`src/rtl/serial_adder.sv`:
```
// Bit-serial LSB-first adder: one full-adder column per clock, a single carry flop links the columns.
// Latency: done pulses WIDTH cycles after the accepted start edge; throughput is one add per WIDTH+2 cycles.
// Backpressure: none; start is honoured only in IDLE and dropped (not queued) while RUN or DONE.
module serial_adder #(
    parameter int WIDTH = 8
) (
    input  logic             clk,
    input  logic             rst,
    input  logic             start,
    input  logic [WIDTH-1:0] a,
    input  logic [WIDTH-1:0] b,
    input  logic             c_in,
    output logic [WIDTH-1:0] sum,
    output logic             c_out,
    output logic             busy,
    output logic             done
);

    localparam int CW = $clog2(WIDTH);
    localparam logic [CW-1:0] LAST = CW'(WIDTH - 1);

    typedef enum logic [1:0] {
        IDLE = 2'd0,
        RUN  = 2'd1,
        DONE = 2'd2
    } state_t;

    state_t           state;
    logic [WIDTH-1:0] a_sr;
    logic [WIDTH-1:0] b_sr;
    logic [WIDTH-2:0] res_sr;
    logic             carry;
    logic [CW-1:0]    cnt;

    logic             ha1_s;
    logic             ha1_c;
    logic             ha2_s;
    logic             ha2_c;
    logic             carry_nxt;
    logic [WIDTH-1:0] res_nxt;

    // Full adder built from two half adders; their carries can never both be set, so OR merges them.
    assign ha1_s     = a_sr[0] ^ b_sr[0];
    assign ha1_c     = a_sr[0] & b_sr[0];
    assign ha2_s     = ha1_s ^ carry;
    assign ha2_c     = ha1_s & carry;
    assign carry_nxt = ha1_c | ha2_c;
    assign res_nxt   = {ha2_s, res_sr};

    always_ff @(posedge clk or posedge rst) begin
        if (rst) begin
            state  <= IDLE;
            a_sr   <= '0;
            b_sr   <= '0;
            res_sr <= '0;
            carry  <= 1'b0;
            cnt    <= '0;
            sum    <= '0;
            c_out  <= 1'b0;
            busy   <= 1'b0;
            done   <= 1'b0;
        end else begin
            case (state)
                IDLE: begin
                    done <= 1'b0;
                    if (start) begin
                        a_sr  <= a;
                        b_sr  <= b;
                        carry <= c_in;
                        cnt   <= '0;
                        busy  <= 1'b1;
                        state <= RUN;
                    end
                end
                RUN: begin
                    a_sr   <= a_sr >> 1;
                    b_sr   <= b_sr >> 1;
                    res_sr <= res_nxt[WIDTH-1:1];
                    carry  <= carry_nxt;
                    cnt    <= cnt + 1'b1;
                    // Last column goes straight into sum so partial results never appear on the port.
                    if (cnt == LAST) begin
                        sum   <= res_nxt;
                        c_out <= carry_nxt;
                        busy  <= 1'b0;
                        done  <= 1'b1;
                        state <= DONE;
                    end
                end
                DONE: begin
                    done  <= 1'b0;
                    state <= IDLE;
                end
                default: begin
                    busy  <= 1'b0;
                    done  <= 1'b0;
                    state <= IDLE;
                end
            endcase
        end
    end

endmodule
```
`config.mk`:
```
export PLATFORM = sky130hd
export DESIGN_NAME = serial_adder
export DESIGN_NICKNAME = d
export VERILOG_FILES = /design/src/rtl/serial_adder.sv
export SDC_FILE = /design/constraint.sdc
export NUM_CORES = 1
export LEC_CHECK = 0
export BUFFER_PORTS_ARGS = -buffer_cell sky130_fd_sc_hd__buf_2
export CORE_MARGIN = 1
export CORE_UTILIZATION = 55
export CTS_CLUSTER_DIAMETER = 30
export DETAILED_ROUTE_END_ITERATION = 6
export MAX_ROUTING_LAYER = met4
export PLACE_DENSITY_LB_ADDON = 0.25
export SLEW_MARGIN = 20
export SYNTH_ARGS = -nofsm -noshare
export SYNTH_HDL_FRONTEND = slang
export SYNTH_SLANG_ARGS = --single-unit
```
`constraint.sdc`:
```
create_clock -name clk -period 1.9 [get_ports clk]
set_input_delay 0.19 -clock clk [delete_from_list [all_inputs] [get_ports clk]]
set_output_delay 0.19 -clock clk [all_outputs]
set_load 0.02 [all_outputs]
```
==> results.cfg, run 1 <==
[outcome]
outcome = finished clean

[layout]
layout_common_cells = dfrtp_1, buf_2, nand2_1
syn2layout_area_growth_pct = 16.9
layout-drive-gt1-share_pct = 31.9
nets = 210
mostFrequentLayoutCell = dfrtp_1
diodes = 0

[critical_path]
reg2reg_from = state[1]$_DFFE_PP0P_
required_ps = 2150
crit_type = reg -> reg
critical_path_arrival_ps = 1850
crit_fanout = 17
end_kind = register
crit_start = state[1]$_DFFE_PP0P_
crit_path_start_kind = register

[route]
vias = 1234
vias_per_cell = 5.32
drtAntennaViolNets = 0
wl_per_cell_um = 13.4
drtIter0Drc = 49
drt_first_pass_iters = 5
wl_um = 3110
route.detailed.drc = 0

[timing]
hold_viol = 0
slew_violations = 0
fmax_mhz = 627
worstMarginPinSlew_ps = 575
fin_skew_ps = 10.6
setup-tns-final_ps = 0
rsz0062_at_grt = no
max_slew_margin_pct = 61.6
setup_violations = 0
holdWs_ps = 45.8
min_period_over_period_pct = 84.0
min_period_ps = 1600

[synth]
synthTopCellsByArea = dfrtp_1, mux2_4, nand2_1, a32oi_1, o21a_1
synth_nets = 179
yosysTopAreaCell = dfrtp_1
syn-instance-count = 156
synth-seq-cells = 40
synth_top_area_share_pct = 55.3
synth_area_per_cell_um2 = 11.6
synthesis.area_mm2 = 0.00181
synth_cell_types = 24
ys_warn_count = 0
synth_seq_area_share_pct = 55.3

[placement]
hpwlAfterDp_um = 2080
gp_congestion = 0.712
port_buffers = 30

[clock_tree]
cts_buffers = 5
cts-resized-gates = 0
cts_tree = yes
cts.htree.levels = 2
clock_latency_ps = 360
clk_pin_slew_worst_paths_ps = 120
cts_root_buffer = clkbuf_4
clock_sinks = 40
post_cts_buffers = 0
clockBufferDepth = 2
holdBufCountCts = 1

[global_route]
grt_max_degree = 41
grtUsageTotal_pct = 21.6
grt_pass1_vias = 1249
grt_pass1_wl_um = 5430
antenna_found_initial = 0
gr-total-overflow = 0

[floorplanning]
boundaryPins = 31
die_area_mm2 = 0.00353
dieWidth_um = 59.4
rows = 20
dieHeight_um = 59.4
start_util_pct = 58.8
core_mm2 = 0.00308

[hold_path]
holdCritPathClass = in -> reg
holdCritStartpoint = b[7]

[job]
drv_cap = 0

[power_and_ir_drop]
power_density_mw_per_mm2 = 1760
ir_worst_vdd_v = 0.000862
power_leakage_nw = 1.06
==> registers in the layout (all words and copies together) (netlist names) <==
signal and count:
carry 1, busy 1, state 2, a_sr 8
done 1, c_out 1, sum 8, b_sr 8
cnt 3, res_sr 7
==> critical path: stages (launching register included) <==
cell      delay, ps
dfrtp_1         610
nand2b_1        490
o221a_2         400
==> metal layers <==
layer | share of wire, % | vias to the layer above | track usage (%)
li1 | - | 598 | -
met1 | 47 | 596 | 26.2
met2 | 47 | 35 | 35.0
met3 | 4.6 | 5 | 6.55
met4 | 1.2 | 0 | 6.12
met5 | 0 | - | -
==> final cells by class <==
type                            count  area (µm²)
Sequential cell                    40        1000
Fill cell                         235         961
Multi-Input combinational cell     93         702
Timing Repair Buffer               34         183
Clock inverter                      3        90.1
Tap cell                           44        55.1
Inverter                           13        48.8
Clock buffer                        5        37.5
==> logic make-up after synthesis <==
| family | after synthesis | synth area share, % |
|---|---|---|
| simple gates | 48 | 13.3 |
| flops | 40 | 55.3 |
| compound gates | 33 | 15.5 |
| buf+inv | 23 | 5.94 |
| mux | 9 | 7.46 |
| fa+ha+maj | 3 | 2.49 |
==> report_power, final <==
part | total [mW] | internal [mW] | switching (mW)
logic | 1.37 | 0.678 | 0.691
registers | 1.52 | 1.24 | 0.277
clock network | 0.831 | 0.542 | 0.289
==> cells in the mapped netlist, drive strengths merged <==
cell type	number
buf	8
nand3b	6
nand2	23
a32oi	9
inv	13
ha	2
o21bai	1
clkbuf	2
nor2b	1
o21ai	2
nand2b	3
mux2	9
fa	1
a21oi	1
a22o	4
dfrtp	40
o2bb2ai	1
o221a	6
nor2	15
o21a	9
==> through the flow <==
stage | cell area [µm²] | total power, mW | util, % | instances | worst slack, ps
CTS | 2120 | 3.76 | 68.8 | 232 | 288
floorplan | 1810 | 2.61 | - | 156 | 528
global placement | 1980 | 2.85 | 64.3 | 223 | 363
detailed placement | 1980 | 2.92 | 64.3 | 223 | 306
finish | 2120 | 3.72 | 68.8 | 232 | 305
global route | 2120 | 3.98 | 68.8 | 232 | 176
==> worst paths after layout <==
| check | endpoint | slack [ps] | cells past startpoint |
|---|---|---|---|
| worst max-delay path | b_sr[0]$_DFFE_PP0P_ | 300 | 2 |
| worst min-delay path | b_sr[7]$_DFFE_PP0P_ | 50 | 2 |
| worst max register to register | b_sr[0]$_DFFE_PP0P_ | 300 | 2 |
| worst min register to register | res_sr[0]$_DFFE_PP0P_ | 490 | 2 |
| max in group asynchronous | a_sr[7]$_DFFE_PP0P_ | 1080 | 4 |
| min in group asynchronous | c_out$_DFFE_PP0P_ | 480 | 4 |
Note: power is estimated with default switching activity, not from simulation.
==> run 2, diff against run 1 <==
--- a/config.mk
+++ b/config.mk
@@ -5,9 +5,10 @@
 export SDC_FILE = /design/constraint.sdc
 export NUM_CORES = 1
 export LEC_CHECK = 0
+export ABC_AREA = 1
 export BUFFER_PORTS_ARGS = -buffer_cell sky130_fd_sc_hd__buf_2
 export CORE_MARGIN = 1
-export CORE_UTILIZATION = 55
+export CORE_UTILIZATION = 50
 export CTS_CLUSTER_DIAMETER = 30
 export DETAILED_ROUTE_END_ITERATION = 6
 export MAX_ROUTING_LAYER = met4
==> constraint.sdc (replaced) <==
create_clock -name clk -period 1.3 [get_ports clk]
set_input_delay 0.13 -clock clk [delete_from_list [all_inputs] [get_ports clk]]
set_output_delay 0.13 -clock clk [all_outputs]
set_load 0.02 [all_outputs]
==> run 2 against run 1 <==
Die area grew 15%. Critical endpoint is now sum[7]$_DFFE_PP0P_. Largest cell class unchanged. Combinational power up 78%. Synthesized cell count increased by 48%.
==> results.cfg, run 2 <==
[synth]
synth_area_per_cell_um2 = 8.27
ys_warn_count = 0
synth_fa_ha_area_share_pct = 2.36
synth_seq_area_share_pct = 52.4
synth_top_family_by_area = simple AND/OR/NAND/NOR gates
ys.flop_type = dfrtp_1
yosysTopAreaCell = dfrtp_1
synthesis.area_mm2 = 0.00191
synth-compound-area-share_pct = 6.82
synth_edf_count = 0
yosysMostFrequentCell = nand2_1
synth-seq-cells = 40
synth_cell_types = 18
synth-xor-area-share_pct = 0
syn-instance-count = 231
synthSimpleGateAreaFrac_pct = 25.8
synth_commonest_cells = nand2_1, inv_1, dfrtp_1, nand3_1, o21ai_0
async_reset_ff_share_pct = 100
synth_nets = 254
synthTopCellsByArea = dfrtp_1, nand2_1, inv_1, nand3_1, o21ai_2
muxShareOfSynthArea_pct = 0
synth_top_area_share_pct = 52.4

[critical_path]
crit_path_start_kind = register
crit_start = cnt[0]$_DFFE_PP0P_
r2r_setup_slack_ps = 60
critical_path_arrival_ps = 1470
worstSetupEndpoint = sum[7]$_DFFE_PP0P_
end_kind = register
r2r-end = sum[7]$_DFFE_PP0P_
crit_type = reg -> reg
crit_fanout = 12
reg2reg_from = cnt[0]$_DFFE_PP0P_
required_ps = 1520
reg2reg_depth = 6

[global_route]
grt_max_degree = 41
antenna_found_initial = 0
grtUsageTotal_pct = 21.1
grt_pass1_wl_um = 6360
gr-total-overflow = 0
grt_pass1_vias = 1489

[timing]
fmax_mhz = 803
fin_skew_ps = 4.18
worstMarginPinSlew_ps = 211
min_period_ps = 1240
min_period_over_period_pct = 95.8
max_slew_margin_pct = 85.9
hold_viol = 0
setup_ws_ps = 55.0
setup_violations = 0
slew_violations = 0
rsz0062_at_grt = yes

[layout]
fin_area_mm2 = 0.00231
post-route-util_pct = 63.0
layout-drive-gt1-share_pct = 25.3
nets = 295
largestRegisters = a_sr: 8 flops, b_sr: 8 flops, sum: 8 flops
layout_common_cells = nand2_1, inv_1, dfrtp_1
mostFrequentLayoutCell = nand2_1
final_cells = 321
syn2layout_area_growth_pct = 20.8
diodes = 0

[route]
drt_first_pass_iters = 4
wl_um = 3400
route.detailed.drc = 0
drtIter0Drc = 121
wl_per_cell_um = 10.6
vias = 1497
drtAntennaViolNets = 0
vias_per_cell = 4.66

[placement]
port_buffers = 30
dp_cells = 311
dpl_cell_area_mm2 = 0.00216
hpwlAfterDp_um = 2360
dpl_worst_slack_ps = 58.9
gp_congestion = 0.751

[power_and_ir_drop]
ir_worst_vdd_v = 0.00112
p_total_mw = 5.57
power_density_mw_per_mm2 = 2410
power_leakage_nw = 1.31

[clock_tree]
cts_tree = yes
clk_pin_slew_worst_paths_ps = 70
cts.htree.levels = 2
clock_latency_ps = 290
clock_sinks = 40
cts_buffers = 5
cts_root_buffer = clkbuf_8
clockBufferDepth = 2

[hold_path]
holdCritPathClass = in -> reg

[outcome]
outcome = finished clean

[floorplanning]
die_area_mm2 = 0.00407
dieHeight_um = 63.8
rows = 22
core_mm2 = 0.00366
dieWidth_um = 63.8
start_util_pct = 52.2
boundaryPins = 31

[job]
drv_cap = 0
## run 2: critical path: stages, from the launching register on
cell	delay, ps
dfrtp_1	410
ha_1	220
ha_2	180
nand2_2	100
buf_12	150
nand2_1	70
o21ai_2	50
## run 2: worst min path at each step
stage	from	endpoint	slack [ps]	cells past startpoint
CTS	b[7]	b_sr[7]$_DFFE_PP0P_	40	3
finish	b[7]	b_sr[7]$_DFFE_PP0P_	40	3
detailed placement	rst	res_sr[1]$_DFFE_PP0P_	200	3
global route	b[7]	b_sr[7]$_DFFE_PP0P_	70	3
global placement	rst	res_sr[1]$_DFFE_PP0P_	200	3
floorplan	a[7]	a_sr[7]$_DFFE_PP0P_	250	2
## run 2: final cells by class
type,instances,area [µm²]
fillers,337,1350
flip-flops and latches,40,1000
multi-input cells,137,682
repair buffers,43,279
inverters,45,176
clock buffers,6,72.6
well taps,48,60.1
clock inverters,2,35.0
## run 2: report_power, final
part	switching (mW)	leakage, nW	internal [mW]	total (mW)
clock network	0.411	0.0552	0.569	0.980
logic	1.47	0.759	0.966	2.44
registers	0.326	0.494	1.83	2.15
total	2.21	1.31	3.36	5.57
## run 2: what timing repair did
item                                    CTS  global route
hold buffers                              1             0
resized for setup                         0             9
endpoints found under the setup margin    0            23
buffers inserted                          0             1
hold endpoints to repair                 40             0
## run 2: per-layer routing
metal / vias up / GRT usage (%) / share of wire, %
li1: 777 / - / -
met1: 685 / 26.2 / 48
met2: 26 / 31.9 / 46
met3: 9 / 5.18 / 3.3
met4: 0 / 11.1 / 2.6
met5: - / - / 0
## run 2: logic make-up (layout without fill, tap and decap cells)
kind of cell,after synthesis,count (layout)
AND/OR/NAND/NOR,114,114
AO/OA/AOI/OAI,20,20
flip-flops,40,40
buffers and inverters,54,96
adder cells (fa/ha/maj),3,3
## run 2: per-stage QoR
step	setup TNS, ps	hold WS (ps)
final	0	44.2
after global routing	-0.328	72.2
after CTS	0	44.3
after detailed placement	0	202
after global placement	0	200
after floorplan	0	251
